### config.mk
export PLATFORM = sky130hd
export DESIGN_NAME = exec_mem_unit
export DESIGN_NICKNAME = d
export VERILOG_FILES = /design/src/rtl/exec_pkg.sv /design/src/rtl/exec_alu.sv /design/src/rtl/exec_mem_unit.sv
export SDC_FILE = /design/constraint.sdc
export NUM_CORES = 2
export LEC_CHECK = 0
export ABC_AREA = 1
export BUFFER_PORTS_ARGS = -buffer_cell sky130_fd_sc_hd__buf_2
export CAP_MARGIN = 20
export CORE_UTILIZATION = 56
export CTS_CLUSTER_SIZE = 10
export DETAILED_ROUTE_END_ITERATION = 7
export PLACE_DENSITY = 0.81
export SLEW_MARGIN = 10
export SYNTH_ARGS = -nofsm -noshare
export SYNTH_HDL_FRONTEND = slang
export SYNTH_SLANG_ARGS = --single-unit
### constraint.sdc
create_clock -name clk -period 8.55 [get_ports clk]
set_input_delay 1.71 -clock clk [delete_from_list [all_inputs] [get_ports clk]]
set_output_delay 1.71 -clock clk [all_outputs]
set_load 0.1 [all_outputs]
### src/rtl/exec_pkg.sv
// Shared opcodes, function codes, ALU control encodings and the decode bundle
// for the decode/execute/memory slice.
package exec_pkg;

    localparam logic [5:0] OP_RTYPE = 6'b000000;
    localparam logic [5:0] OP_ADDI  = 6'b001000;
    localparam logic [5:0] OP_ANDI  = 6'b001100;
    localparam logic [5:0] OP_ORI   = 6'b001101;
    localparam logic [5:0] OP_LW    = 6'b100011;
    localparam logic [5:0] OP_SW    = 6'b101011;
    localparam logic [5:0] OP_BEQ   = 6'b000100;
    localparam logic [5:0] OP_J     = 6'b000010;

    localparam logic [5:0] FUNC_ADD = 6'b100000;
    localparam logic [5:0] FUNC_SUB = 6'b100010;
    localparam logic [5:0] FUNC_AND = 6'b100100;
    localparam logic [5:0] FUNC_OR  = 6'b100101;
    localparam logic [5:0] FUNC_SLT = 6'b101010;

    localparam logic [2:0] ALUC_ADD = 3'b000;
    localparam logic [2:0] ALUC_SUB = 3'b001;
    localparam logic [2:0] ALUC_AND = 3'b010;
    localparam logic [2:0] ALUC_OR  = 3'b011;
    localparam logic [2:0] ALUC_SLT = 3'b100;

    typedef struct packed {
        logic [2:0] aluc;
        logic       reg_write;
        logic       reg_dst_rt;
        logic       alu_src_imm;
        logic       mem_to_reg;
        logic       mem_write;
        logic       is_beq;
        logic       jump;
    } ctrl_t;

endpackage

### src/rtl/exec_alu.sv
// 32-bit ALU: add/sub/and/or/signed slt; unused codes yield zero.
module exec_alu
    import exec_pkg::*;
(
    input  logic [31:0] a,
    input  logic [31:0] b,
    input  logic [2:0]  aluc,
    output logic [31:0] result,
    output logic        zero
);

    always_comb begin
        result = '0;
        case (aluc)
            ALUC_ADD: result = a + b;
            ALUC_SUB: result = a - b;
            ALUC_AND: result = a & b;
            ALUC_OR:  result = a | b;
            ALUC_SLT: result = ($signed(a) < $signed(b)) ? 32'd1 : 32'd0;
            default:  result = '0;
        endcase
    end

    assign zero = (result == 32'd0);

endmodule

### src/rtl/exec_mem_unit.sv
// Decode, ALU and word-addressed data memory of the single-cycle CPU.
// Everything is combinational except the memory write.
module exec_mem_unit
    import exec_pkg::*;
#(
    parameter int DEPTH = 32
) (
    input  logic        clk,
    input  logic        reset,
    input  logic [5:0]  op,
    input  logic [5:0]  func,
    input  logic [31:0] rs_data,
    input  logic [31:0] rt_data,
    input  logic [31:0] imm_ext,
    output logic [2:0]  aluc,
    output logic [31:0] alu_result,
    output logic        zero,
    output logic [31:0] mem_rdata,
    output logic [31:0] wb_data,
    output logic        reg_write,
    output logic        reg_dst_rt,
    output logic        alu_src_imm,
    output logic        mem_to_reg,
    output logic        mem_write,
    output logic        branch,
    output logic        jump
);

    localparam int IDX_W = $clog2(DEPTH);

    ctrl_t              ctrl;
    logic [31:0]        alu_b;
    logic [IDX_W-1:0]   idx;
    logic [31:0]        mem_q [DEPTH];
    logic [31:0]        mem_d [DEPTH];
    logic               unused_addr;

    always_comb begin
        ctrl = '0;
        case (op)
            OP_RTYPE: begin
                ctrl.reg_write = 1'b1;
                case (func)
                    FUNC_ADD: ctrl.aluc = ALUC_ADD;
                    FUNC_SUB: ctrl.aluc = ALUC_SUB;
                    FUNC_AND: ctrl.aluc = ALUC_AND;
                    FUNC_OR:  ctrl.aluc = ALUC_OR;
                    FUNC_SLT: ctrl.aluc = ALUC_SLT;
                    default:  ctrl.reg_write = 1'b0;
                endcase
            end
            OP_ADDI, OP_ANDI, OP_ORI: begin
                ctrl.aluc        = (op == OP_ANDI) ? ALUC_AND :
                                   (op == OP_ORI)  ? ALUC_OR  : ALUC_ADD;
                ctrl.reg_write   = 1'b1;
                ctrl.reg_dst_rt  = 1'b1;
                ctrl.alu_src_imm = 1'b1;
            end
            OP_LW: begin
                ctrl.aluc        = ALUC_ADD;
                ctrl.reg_write   = 1'b1;
                ctrl.reg_dst_rt  = 1'b1;
                ctrl.alu_src_imm = 1'b1;
                ctrl.mem_to_reg  = 1'b1;
            end
            OP_SW: begin
                ctrl.aluc        = ALUC_ADD;
                ctrl.alu_src_imm = 1'b1;
                ctrl.mem_write   = 1'b1;
            end
            OP_BEQ: begin
                ctrl.aluc   = ALUC_SUB;
                ctrl.is_beq = 1'b1;
            end
            OP_J:    ctrl.jump = 1'b1;
            default: ctrl = '0;
        endcase
    end

    assign alu_b = ctrl.alu_src_imm ? imm_ext : rt_data;

    exec_alu u_alu (
        .a      (rs_data),
        .b      (alu_b),
        .aluc   (ctrl.aluc),
        .result (alu_result),
        .zero   (zero)
    );

    // Byte offset and bits above the index are dropped, so addresses wrap.
    assign idx         = alu_result[IDX_W+1:2];
    assign unused_addr = ^{alu_result[31:IDX_W+2], alu_result[1:0]};

    always_comb begin
        mem_d = mem_q;
        if (ctrl.mem_write) mem_d[idx] = rt_data;
    end

    always_ff @(posedge clk or negedge reset) begin
        if (!reset) begin
            for (int i = 0; i < DEPTH; i++) mem_q[i] <= '0;
        end else begin
            mem_q <= mem_d;
        end
    end

    assign mem_rdata   = mem_q[idx];
    assign wb_data     = ctrl.mem_to_reg ? mem_rdata : alu_result;
    assign aluc        = ctrl.aluc;
    assign reg_write   = ctrl.reg_write;
    assign reg_dst_rt  = ctrl.reg_dst_rt;
    assign alu_src_imm = ctrl.alu_src_imm;
    assign mem_to_reg  = ctrl.mem_to_reg;
    assign mem_write   = ctrl.mem_write;
    assign branch      = ctrl.is_beq & zero;
    assign jump        = ctrl.jump;

endmodule

==> flow_summary.ini <==
[power_and_ir_drop]
combinationalPowerShare_pct = 26.2
ir_worst_vdd_uv = 178
power_density_nw_per_um2 = 218
power_frac_seq_pct = 40.7
p_leak_nw = 27.6
p_int_mw = 8.22
p_sw_share_pct = 34.9
clockPowerShare_pct = 33.2
p_switching_mw = 4.41

[sta]
finalSetupTns_ns = 0
finalSetupViolCount = 0
finalHoldViolCount = 0
fin_skew_ns = 0
rsz0062_at_grt = false
period_needed_ns = 8.27
max_freq_mhz = 121
post-route-period-util_pct = 96.7
relSlewSlack_pct = 24.6
worst_pin_slew_ns = 1.13
finalMaxSlewViolations = 0

[logic_synthesis]
seq_area_frac_synth_pct = 50.2
syn_nets = 6968
syn-cell-area_sq_um = 51000
syn_area_per_cell_sq_um = 7.55
yosys_register_bits = 1024
syn_inst = 6759
yosysWarnings = 0
yosysUniqueCellTypes = 43

[place]
placedCellCount = 7857
gp_congestion = 0.945
numPortBuffers = 216
hpwl_mm = 115

[global_route]
antenna_found_initial = 8
groute.usage.overall_pct = 39.8
first_global_vias = 47300
grt_overflow = 0
grt_pass1_wl_mm = 281
grt_start_max_net_pins = 166

[die]
chipHeight_um = 304
core_area_sq_um = 90100
rows = 110
io_pins = 217
die_w_um = 304
start_util_pct = 56.6
dieArea_sq_um = 92300

[route]
vias = 48900
via_per_inst = 6.12
wl_per_cell_um = 23.1
drt_pass1_iterations = 7
drc_errors = 0
antenna_left = 0
drt_iter0_drc = 6236
wirelength_mm = 185

[clock_network]
clk_latency_ns = 0.70
cts_sinks = 1024
numCtsBuffers = 112
clockBufferDepth = 3
clk_pin_slew_worst_paths_ns = 0.06
clockRootBuffer = clkbuf_16
htreeDepth = 3
cts_tree = yes
ctsHoldBuffers = 0

[layout]
final_nets = 7015
syn2layout_area_growth_pct = 13.4
largest_register_ff_count = 1024
fin_cells = 7997
top_regs = mem_q: 1024 flops
top_register = mem_q
layout-drive-gt1-share_pct = 9.65
nFillCells = 7385

[worst_setup_path]
cp_data_arrival_time_ns = 6.56
worstRegToRegCells = 2
r2r_start = mem_q[639]
crit_path_start_kind = input port
worstPathRequired_ns = 6.84
crit_fanout = 44
crit_type = input port to output port
rrSetupSlack_ns = 7.77
worstReg2RegEnd = mem_q[639]
crit_path_end_kind = output port

[worst_hold_path]
hold_path_depth = 2
holdCritStartpoint = mem_q[948]
hold_path_class = flip-flop to flip-flop
whs_endpoint = mem_q[948]

[outcome]
outcome = finished, final reports clean

[run]
maxCapViolCount = 0
cell families after synthesis:
family                     after synthesis  share of synthesized area (%)
xor gates and xnor gates                 7                          0.120
buffers and inverters                  774                           5.93
DFF                                   1024                           50.2
AOI/OAI and AO/OA                     1252                           12.4
adders and majority gates               99                           2.46
and+or+nand+nor                       3603                           28.8
Yosys cell counts, drive strengths merged:
master | instances | area (sq um)
o21bai | 6 | 45.0
and3 | 1 | 6.26
xor2 | 6 | 52.6
o31ai | 1 | 7.51
o2111ai | 1 | 8.76
o211ai | 2 | 15.0
a221oi | 1 | 8.76
nor3 | 23 | 136
nor4 | 4 | 25.0
nor2 | 227 | 877
a31oi | 1 | 6.26
ha | 97 | 1210
clkbuf | 384 | 1440
a21oi | 103 | 519
dfrtp | 1024 | 25600
fa | 2 | 40.0
o22ai | 7 | 43.8
nand4 | 276 | 1730
inv | 295 | 1110
nand3b | 18 | 135
nand2 | 2871 | 10900
xnor2 | 1 | 8.76
clkinv | 2 | 7.51
and2 | 10 | 62.6
or2 | 4 | 25.0
o21a | 3 | 22.5
buf | 93 | 470
o21ai | 1119 | 5600
nand3 | 169 | 846
a21o | 7 | 52.6
o221ai | 1 | 8.76
metal layers:
metal	vias to the layer above	share of wire (%)	global-route usage (%)
met5	-	0	0
met4	0	6.6	22.6
met3	755	12	9.81
met2	3164	44	61.9
met1	23200	37	51.0
li1	21900	-	-
per-stage QoR:
stage / util, % / setup WS [ns] / power [mW] / hold WS, ns / cell area (sq um)
global placement: 60.7 / 0.249 / 8.37 / 0.466 / 54700
CTS: 64.0 / 0.196 / 12.5 / 0.486 / 57700
finish: 64.2 / 0.279 / 12.6 / 0.482 / 57900
floorplan: - / -0.0159 / 7.08 / 0.453 / 51200
global route: 64.2 / 0.0155 / 13.0 / 0.498 / 57900
detailed placement: 60.7 / 0.246 / 8.39 / 0.473 / 54700
final cells by class:
type	count	area, sq um	area share (%)
Sequential cell	1024	25600	44.3
Multi-Input combinational cell	4961	22700	39.2
Timing Repair Buffer	410	4000	6.91
Clock buffer	120	2880	4.97
Tap cell	1176	1470	2.54
Inverter	297	1130	1.95
Clock inverter	5	73.8	0.128
Antenna cell	4	10.0	0.0173
timing repair:
item / CTS / global route
setup endpoints to repair: 0 / 56
endpoints found under the hold margin: 0 / 0
setup buffers: 0 / 7
gates resized for setup: 0 / 14
worst max-delay path: stages:
cell	delay, ns
buf_2	0.10
inv_1	0.06
nor4_2	0.30
inv_1	0.16
o21ai_4	0.31
buf_4	0.21
nand2_1	0.05
o21ai_0	0.17
inv_1	0.17
ha_1	0.36
nor2_1	0.17
nand2_1	0.07
nand3_1	0.19
xor2_1	0.17
nand2_1	0.08
nand2_1	0.11
nor2_2	0.07
buf_12	0.17
nor2_4	0.14
buf_4	0.19
buf_6	0.45
a21oi_1	0.13
nand3_1	0.13
nand3_1	0.10
nand3_1	0.15
nand3_1	0.21
nand2_1	0.19
buf_12	0.18
how the worst max path moves through the flow:
stage,slack (ns),cells past startpoint,from,end
floorplan,-0.02,29,op[4],branch
detailed placement,0.25,30,op[5],wb_data[24]
global route,0.02,32,op[5],wb_data[24]
finish,0.28,28,op[5],wb_data[1]
global placement,0.25,30,op[5],wb_data[24]
CTS,0.20,30,op[5],wb_data[24]
power by group through the flow:
| stage | logic [mW] | registers (mW) | clock network (mW) |
|---|---|---|---|
| global placement | 3.16 | 5.21 | 0 |
| CTS | 3.19 | 5.13 | 4.18 |
| floorplan | 1.89 | 5.19 | 0 |
| detailed placement | 3.18 | 5.21 | 0 |
| finish | 3.31 | 5.14 | 4.19 |
| global route | 3.44 | 5.16 | 4.38 |
cells in the final DEF (no fill, tap or decap), drive strengths merged, types with 23 or more instances in the layout:
cell	count
nand2	2871
o21ai	1119
dfrtp	1024
buf	407
inv	298
nand4	276
nor2	227
nand3	169
clkbuf	123
a21oi	103
ha	97
nor3	23
(Power assumes the default switching activity.)
